[src/rtl/shift_add_pkg.sv]
// State encodings and state type for the shift-and-add multiplier sequencer.
package shift_add_pkg;

  localparam logic [2:0] ENC_IDLE  = 3'd0;
  localparam logic [2:0] ENC_LOAD  = 3'd1;
  localparam logic [2:0] ENC_EVAL  = 3'd2;
  localparam logic [2:0] ENC_ADD   = 3'd3;
  localparam logic [2:0] ENC_SHIFT = 3'd4;
  localparam logic [2:0] ENC_DONE  = 3'd5;

  // S_ prefix keeps state names clear of the DONE port and ST input.
  typedef enum logic [2:0] {
    S_IDLE  = ENC_IDLE,
    S_LOAD  = ENC_LOAD,
    S_EVAL  = ENC_EVAL,
    S_ADD   = ENC_ADD,
    S_SHIFT = ENC_SHIFT,
    S_DONE  = ENC_DONE
  } state_t;

endpackage

[src/rtl/shift_add_ctrl_iter_counter.sv]
// Iteration counter: cleared on load, advanced once per shift, saturates at WIDTH-1.
module iter_counter #(
  parameter int WIDTH = 4
) (
  input  logic clk,
  input  logic rst,
  input  logic clr,
  input  logic inc,
  output logic last
);

  localparam int CW = (WIDTH > 1) ? $clog2(WIDTH) : 1;
  localparam logic [CW-1:0] LAST_VAL = CW'(WIDTH - 1);

  logic [CW-1:0] cnt;

  // Count register; the hold at LAST_VAL keeps cnt within 0..WIDTH-1 even if inc is misused.
  always_ff @(posedge clk) begin
    if (rst)                          cnt <= '0;
    else if (clr)                     cnt <= '0;
    else if (inc && cnt != LAST_VAL)  cnt <= cnt + 1'b1;
  end

  assign last = (cnt == LAST_VAL);

endmodule

[src/rtl/shift_add_ctrl.sv]
// Moore sequencer for an N-bit shift-and-add multiplier datapath.
module shift_add_ctrl
  import shift_add_pkg::*;
#(
  parameter int WIDTH = 4
) (
  input  logic CLK,
  input  logic RST,
  input  logic ST,
  input  logic M,
  output logic LD,
  output logic AD,
  output logic SH,
  output logic DONE,
  output logic BUSY
);

  state_t state, nxt;
  logic   last;
  logic   cnt_clr;
  logic   cnt_inc;

  iter_counter #(.WIDTH(WIDTH)) u_cnt (
    .clk  (CLK),
    .rst  (RST),
    .clr  (cnt_clr),
    .inc  (cnt_inc),
    .last (last)
  );

  // State register; reset wins over everything, including mid-operation.
  always_ff @(posedge CLK) begin
    if (RST) state <= S_IDLE;
    else     state <= nxt;
  end

  // Next-state logic; ST is only looked at in IDLE/DONE, M only in EVAL.
  always_comb begin
    nxt = S_IDLE;
    case (state)
      S_IDLE:  nxt = ST ? S_LOAD : S_IDLE;
      S_LOAD:  nxt = S_EVAL;
      S_EVAL:  nxt = M ? S_ADD : S_SHIFT;
      S_ADD:   nxt = S_SHIFT;
      S_SHIFT: nxt = last ? S_DONE : S_EVAL;
      S_DONE:  nxt = ST ? S_DONE : S_IDLE;
      default: nxt = S_IDLE;
    endcase
  end

  // Output decode: pure function of state, so LD/AD/SH are one-hot or zero by construction.
  always_comb begin
    LD      = (state == S_LOAD);
    AD      = (state == S_ADD);
    SH      = (state == S_SHIFT);
    DONE    = (state == S_DONE);
    BUSY    = (state == S_LOAD) || (state == S_EVAL) ||
              (state == S_ADD)  || (state == S_SHIFT);
    cnt_clr = (state == S_LOAD);
    cnt_inc = (state == S_SHIFT) && !last;
  end

endmodule

[config.mk]
export PLATFORM = sky130hd
export DESIGN_NAME = shift_add_ctrl
export DESIGN_NICKNAME = d
export VERILOG_FILES = /design/src/rtl/shift_add_pkg.sv /design/src/rtl/shift_add_ctrl_iter_counter.sv /design/src/rtl/shift_add_ctrl.sv
export SDC_FILE = /design/constraint.sdc
export NUM_CORES = 1
export LEC_CHECK = 0
export CORE_AREA = 8 8 45 47
export CTS_CLUSTER_DIAMETER = 200
export CTS_CLUSTER_SIZE = 24
export DETAILED_ROUTE_END_ITERATION = 6
export DIE_AREA = 0 0 53 55
export GPL_ROUTABILITY_DRIVEN = 0
export SETUP_SLACK_MARGIN = 0.05
export SLEW_MARGIN = 10
export SYNTH_ARGS = -nofsm -noshare
export SYNTH_HDL_FRONTEND = slang
export SYNTH_SLANG_ARGS = --single-unit
export TNS_END_PERCENT = 5
[constraint.sdc]
create_clock -name CLK -period 1.7 [get_ports CLK]
set_input_delay 0.34 -clock CLK [delete_from_list [all_inputs] [get_ports CLK]]
set_output_delay 0.34 -clock CLK [all_outputs]
set_load 0.01 [all_outputs]
; Yosys cells after proc, flatten, opt, wreduce, memory -nomap -nowiden
; Index checks and enable logic that the tools add are counted.
[classes]
n_addsub = 1
n_eq_ne = 7
mux = 5
reduce_logical = 8
[ops]
columns = cell, count
row1 = $pmux W3 S6, 1
row2 = $mux W3, 3
row3 = $eq A3 B2 Y1 const B, 2
row4 = $eq A3 B3 Y1 const B, 2
row5 = $eq A3 B1 Y1 const B, 1
row6 = $logic_not A3 Y1, 1
row7 = $logic_or A1 B1 Y1, 3
row8 = $add A2 B1 Y2 const B, 1
row9 = $eq A2 B2 Y1 const B, 1
row10 = $logic_and A1 B1 Y1, 2
row11 = $ne A2 B2 Y1 const B, 1
row12 = $reduce_or A2 Y1, 1
row13 = $logic_not A1 Y1, 1
row14 = $mux W1, 1
[word_totals]
ff_bits = 5
in_bits = 4
out_inout_bits = 5
elab_cells = 23

; Longest topological paths before layout
; Gate-level depths: netlist of the first run.
[logic_depth]
depth_word = 4
mapped_depth = 4
ltp_nobuf = 4

; Hierarchy
; From an unflattened synthesis of the first run, not the netlist that was laid out.
[unflattened]
hier_cells = 32
area_unflattened_um2 = 330.3
[by_module_without_submodules]
columns = mod, n_inst, cells_each, area_each_um2, seq_area_each_um2
row1 = shift_add_ctrl, 1, 24, 225.2, 60.1
row2 = iter_counter, 1, 8, 105.1, 40.0

; Least setup slack after synthesis of the first run
; No wires, ideal clock.
[synth_path]
path_type = flip-flop to flip-flop
startpoint = register u_cnt.cnt[0]
endpoint = register u_cnt.cnt[1]
setup_time_ps = 131
t_arrival_ps = 1103
required_time_ps = 1569
setup_slack_ps = 466
path_stages_with_launch = 5
path_buffers = 0
period_less_slack_ps = 1234
cell_sequence = dfxtp_1 ha_1 nor4b_4 mux2i_1 nor3_2
[synth_via]
elab_chain_len = 4
word_cells_on_any_way = 6
cone_classes = 1 x add/sub / 2 x eq/ne / 3 x reduce/logical
[synth_rtl]
columns = element, line_no
row1 = from (decl), shift_add_ctrl_iter_counter.sv:15  ; logic [CW-1:0] cnt;
row2 = from (signal assigned), shift_add_ctrl_iter_counter.sv:21  ; else if (inc && cnt != LAST_VAL) cnt <= cnt + 1'b1;
row3 = $eq A2 B2 Y1, shift_add_ctrl_iter_counter.sv:24  ; assign last = (cnt == LAST_VAL);
row4 = $logic_not A1 Y1, shift_add_ctrl.sv:60  ; cnt_inc = (state == S_SHIFT) && !last;
row5 = $logic_and A1 B1 Y1, shift_add_ctrl.sv:60
row6 = $logic_and A1 B1 Y1, shift_add_ctrl_iter_counter.sv:21
; Parallel ways exist; a longest one is shown, timed or not.
; A chain may end at the register's enable or synchronous reset.

; Worst setup path in the final report of the first run
[layout_path]
startpoint = register state[1]
endpoint = output AD
[layout_via]
elab_chain_len = 1
[layout_rtl]
columns = element, line_no
row1 = from (decl), shift_add_ctrl.sv:18  ; state_t state, nxt;
row2 = from (signal assigned), shift_add_ctrl.sv:34  ; else state <= nxt;
row3 = $eq A3 B2 Y1, shift_add_ctrl.sv:54  ; AD = (state == S_ADD);
row4 = to (decl), shift_add_ctrl.sv:12  ; output logic AD,
; Every way passes these cells.

==> reports/metrics.cfg, run 1 <==
[clock_network]
cts_resized = 14
clock_tree.root_cell = clkbuf_4
cts_tree = built
cts_buffers = 3
clk_pin_slew_worst_paths_ps = 40
htreeDepth = 1
cts_setup_buffers = 0
clkSinkCount = 5
clk_latency_ps = 240
ctsHoldBuffers = 0
clockBufferDepth = 2

[critical_path]
endpoint_kind = output pin
worst-path-max-fanout = 8
cp.required_ps = 1360
worst_setup_path_start_kind = flip-flop
crit_arrival_ps = 1190
worstSetupPathType = reg2out

[cells_and_area]
final_cell_mix = dlygate4sd2_1, clkbuf_4, clkdlybuf4s50_1, buf_4
diodes = 0
seq_area_um2 = 108.9
final_layout_size_suffix_gt1_share_pct = 36.96
finalNonFillerCells = 62
area_delta_synth_final_pct = 44.57
final_common_cell = dlygate4sd2_1
fillers = 147
multi_input_area_um2 = 227.7
fin_nets = 52

[min_path]
hold_class = reg2reg

[sta]
relSlewSlack_pct = 79.82
clock_skew_ps = 3.470
worst_hold_slack_ps = 535.2
worstMarginPinSlew_ps = 301.4
fin_setup_tns_ps = 0
finalCritPeriodShare_pct = 90.12
fmax_ghz = 0.6527
finalMaxSlewViolations = 0
grt_setup_unrepaired = no
setup_ws_ps = 167.9
period_minus_slack_ps = 1532
final_hold_viol_count = 0
setup_viol = 0

[pwr]
peakVddDrop_uv = 319.6
power_leakage_nw = 0.2053
power_density_nw_per_um2 = 739.0
finalPower_uw = 356.9

[drt]
via_count = 278
wl_per_cell_um = 10.66
avgViaCountPerCell = 4.484
wl_um = 661
final_antenna_net_count = 0
drc = 0
drtPass1Iterations = 1
drtIter0Drc = 0

[run_status]
status = finished clean

[logic_synthesis]
synth-seq-cells = 5
synth_seq_area_share_pct = 29.96
synth_top_area_cell = dfxtp_1
synth_area_um2 = 334.1
synth.distinct_cells = 23
synth_cells = 33
yosys_warnings = 0
syn_nets = 38
syn_area_per_cell_um2 = 10.12
synth_area_leaders = dfxtp_1, nor4b_4, nor3_2, xnor2_1, nand3b_1
synth_top_area_share_pct = 29.96

[place]
port_buffers = 8
place_ws_ps = 41.35
placed_cells = 58
hpwl_um = 513.2

[floorplan]
pin_count = 9
fp-row-count = 14
dieArea_um2 = 2915
start_util_pct = 24.14
core_area_um2 = 1384
chipWidth_um = 53
fp.dieH_um = 55

[grt]
grt_pass1_wl_um = 1041
grt_max_degree = 11
first_global_vias = 269
grt_use_total_pct = 5.082
grt-ovfl-total = 0
antenna_found_initial = 0

[flow_run]
max-cap-violations = 0

-- synthesized netlist by cell type (all sizes together) --
| master | count |
|---|---|
| ha | 1 |
| inv | 1 |
| nand4b | 1 |
| mux2i | 1 |
| dfxtp | 5 |
| nor3b | 1 |
| mux2 | 2 |
| and2 | 2 |
| a31oi | 1 |
| nand2 | 1 |
| a21o | 1 |
| nor2 | 2 |
| and3b | 1 |
| nor2b | 1 |
| o21ai | 1 |
| nor4b | 1 |
| nor3 | 2 |
| nand3b | 2 |
| a21oi | 2 |
| buf | 2 |
| xnor2 | 2 |
-- power by group --
group | switching (mW) | total [mW] | internal [mW]
combinational | 0.0322 | 0.0812 | 0.0490
sequential | 0.0154 | 0.140 | 0.124
clock | 0.0474 | 0.136 | 0.0887
total | 0.0950 | 0.357 | 0.262
-- critical path, stage by stage (launching register included) --
cell,delay (ps)
dfxtp_4,380
nor2b_2,160
and2_1,140
dlygate4sd2_1,270
-- routing by layer --
layer  up-vias  share of wire (%)  GRT usage [%]
met5         -                  0              0
met4         0                  0          2.586
met3         0                 11          4.011
met2        10                 46          7.227
met1       121                 43          5.319
li1        147                  -              -
-- through the flow --
| step | cell area, um2 | util (%) |
|---|---|---|
| finish | 483.0 | 34.90 |
| CTS | 483.0 | 34.90 |
| detailed placement | 437.9 | 31.65 |
| global placement | 437.9 | 31.65 |
| floorplan | 334.1 | - |
| global route | 483.0 | 34.90 |
-- final timing paths --
| check | start | to | slack (ps) | cells past startpoint |
|---|---|---|---|---|
| setup reg to reg | u_cnt.cnt[0] | u_cnt.cnt[1] | 400 | 4 |
| hold / removal | u_cnt.cnt[1] | u_cnt.cnt[1] | 540 | 2 |
| hold reg to reg | u_cnt.cnt[1] | u_cnt.cnt[1] | 540 | 2 |
| setup / recovery | state[1] | AD | 170 | 3 |
-- cell type report --
cell class / instances / share of cell area [%]
Timing Repair Buffer: 11 / 19.95
Tap cell: 16 / 4.145
Inverter: 1 / 0.7772
Sequential cell: 5 / 22.54
Clock buffer: 4 / 5.440
Multi-Input combinational cell: 25 / 47.15
-- state kept, by name, indices dropped and copies added (netlist names) --
register,count
state,3
u_cnt.cnt,2
-- kinds of logic after synthesis --
| family | Yosys count | share of synthesized area (%) |
|---|---|---|
| mux | 3 | 9.737 |
| buf+inv | 3 | 6.741 |
| simple gates | 14 | 35.95 |
| xor+xnor | 2 | 5.244 |
| fa+ha+maj | 1 | 3.745 |
| compound gates | 5 | 8.615 |
| flops | 5 | 29.96 |
Power figures use the tool's default switching activity.
==> run 2, diff against run 1 <==
--- a/config.mk
+++ b/config.mk
@@ -5,12 +5,14 @@
 export SDC_FILE = /design/constraint.sdc
 export NUM_CORES = 1
 export LEC_CHECK = 0
+export ABC_CLOCK_PERIOD_IN_PS = 1700
 export CORE_AREA = 8 8 45 47
 export CTS_CLUSTER_DIAMETER = 200
 export CTS_CLUSTER_SIZE = 24
 export DETAILED_ROUTE_END_ITERATION = 6
 export DIE_AREA = 0 0 53 55
 export GPL_ROUTABILITY_DRIVEN = 0
+export RECOVER_POWER = 100
 export SETUP_SLACK_MARGIN = 0.05
 export SLEW_MARGIN = 10
 export SYNTH_ARGS = -nofsm -noshare
==> run 2 against run 1 <==
- critical path depth did not move
- first-iteration DRC count is the same
- register-to-register slack worse by 80 ps
- die area unchanged
- clock skew barely moved
==> reports/metrics.cfg, run 2 (synthesized netlist as in run 1, its figures left out) <==
[run_status]
status = finished clean

[cells_and_area]
largest_reg_flops = 3  ; unchanged
final_cell_mix = dlygate4sd2_1, clkbuf_4, clkdlybuf4s50_1, buf_4
top_regs = state (3), u_cnt.cnt (2)
fin_nets = 52  ; unchanged
final_common_cell = dlygate4sd2_1
finalNonFillerCells = 62  ; unchanged
area_delta_synth_final_pct = 35.58
regMostFlops = state
final_layout_size_suffix_gt1_share_pct = 30.43  ; -6.5 points
diodes = 0  ; unchanged

[drt]
drc = 0  ; unchanged
drtPass1Iterations = 1  ; unchanged
drtIter0Drc = 0  ; unchanged
wl_met3_um = 70  ; unchanged
wl_um = 654  ; -1.1%
top_layer = met3
met2_wirelength_um = 292  ; -3.6%
final_antenna_net_count = 0  ; unchanged
avgViaCountPerCell = 4.419  ; -1.4%
wl_per_cell_um = 10.55  ; -1.1%
wl_met1_um = 291  ; +1.4%
via_count = 274  ; -1.4%

[sta]
setup_viol = 0  ; unchanged
final_hold_viol_count = 0  ; unchanged
grt_setup_unrepaired = no
period_minus_slack_ps = 1556  ; +23.83 ps
finalMaxSlewViolations = 0  ; unchanged
finalCritPeriodShare_pct = 91.52  ; +1.4 points
worstMarginPinSlew_ps = 412.3  ; +110.8 ps
clock_skew_ps = 3.469  ; -0.0008300 ps
relSlewSlack_pct = 72.44  ; -7.4 points
fmax_ghz = 0.6427  ; -1.5%
fin_setup_tns_ps = 0  ; unchanged
worst_hold_slack_ps = 535.2  ; +0.001000 ps

[clock_network]
clkSinkCount = 5  ; unchanged
cts_buffers = 3  ; unchanged
clockBufferDepth = 2  ; unchanged
clk_pin_slew_worst_paths_ps = 40  ; about the same
ctsHoldBuffers = 0  ; unchanged
cts_setup_buffers = 0  ; unchanged
clock_tree.root_cell = clkbuf_4
clk_latency_ps = 240  ; about the same
htreeDepth = 1  ; unchanged
cts_tree = built

[critical_path]
reg2reg_to = u_cnt.cnt[1]
reg2reg_slack_ps = 320  ; -80 ps
worst_r2r_path_depth = 4  ; unchanged
worst_setup_path_start_kind = flip-flop
worstSetupPathType = reg2out
worst-path-max-fanout = 8  ; unchanged
worstReg2RegStart = u_cnt.cnt[0]
worstSetupStartpoint = state[1]
cp.required_ps = 1360  ; about the same
crit_arrival_ps = 1220  ; +30 ps
critPathCapture = BUSY
endpoint_kind = output pin

[min_path]
hold_class = reg2reg
worstHoldStart = u_cnt.cnt[1]

[floorplan]
fp-row-count = 14  ; unchanged
pin_count = 9  ; unchanged
start_util_pct = 24.14  ; unchanged
chipWidth_um = 53  ; unchanged
core_area_um2 = 1384  ; unchanged
fp.dieH_um = 55  ; unchanged
dieArea_um2 = 2915  ; unchanged

[pwr]
finalPower_uw = 343.9  ; -3.6%
power_density_nw_per_um2 = 759.2  ; +2.7%
peakVddDrop_uv = 316.4  ; -1.0%
power_leakage_nw = 0.1995  ; -2.8%

[place]
placed_cells = 58  ; unchanged
hpwl_um = 513.2  ; unchanged
port_buffers = 8  ; unchanged

[flow_run]
max-cap-violations = 0  ; unchanged

[grt]
grt_pass1_wl_um = 1041  ; unchanged
antenna_found_initial = 0  ; unchanged
grt_use_total_pct = 5.082  ; unchanged
first_global_vias = 269  ; unchanged
grt_max_degree = 11  ; unchanged
grt-ovfl-total = 0  ; unchanged

-- run 2: cell counts in the layout (fill, tap and decap cells not counted) --
No cell type changed its count.
-- run 2: repair_timing --
action                                 in CTS  in global routing
setup endpoints to repair                   5                  0
gates resized for setup                    14                  0
endpoints found under the hold margin       0                  0
-- run 2: worst min-delay path by stage --
stage | end | slack (ps) | cells past startpoint
3_5_place_dp | u_cnt.cnt[1] | 540 | 2
2_1_floorplan | state[1] | 410 | 1
3_3_place_gp | u_cnt.cnt[1] | 520 | 2
4_1_cts | u_cnt.cnt[1] | 550 | 2
5_1_grt | state[0] | 570 | 2
6_report | u_cnt.cnt[1] | 540 | 2
-- run 2: metrics by stage --
step	setup slack (ps)	utilization [%]	instance area, um2
floorplan	465.6	-	334.1
global placement	57.48	31.65	437.9
detailed placement	41.35	31.65	437.9
CTS	151.8	34.90	483.0
global route	74.97	32.73	452.9
finish	144.1	32.73	452.9
-- run 2: report_power, final --
part	switching, mW	internal (mW)	total, mW
logic	0.0313	0.0424	0.0737
clock network	0.0473	0.0887	0.136
registers	0.0101	0.124	0.134
-- run 2: worst max-delay path, stage by stage (launching register included) --
cell and delay, ps:
dfxtp_4 360, nor2_1 200, xnor2_1 140, dlygate4sd2_1 280
-- run 2: final cells by class --
class	count	area (um2)
Fill cell	155	930.9
Multi-Input combinational cell	25	197.7
Sequential cell	5	108.9
Timing Repair Buffer	11	96.34
Clock buffer	4	26.28
Tap cell	16	20.02
Inverter	1	3.754
-- run 2: per-layer routing --
layer  vias up  track usage [%]
met4         0            2.586
met2        10            7.227
li1        144                -
met5         -                0
met1       120            5.319
met3         0            4.011
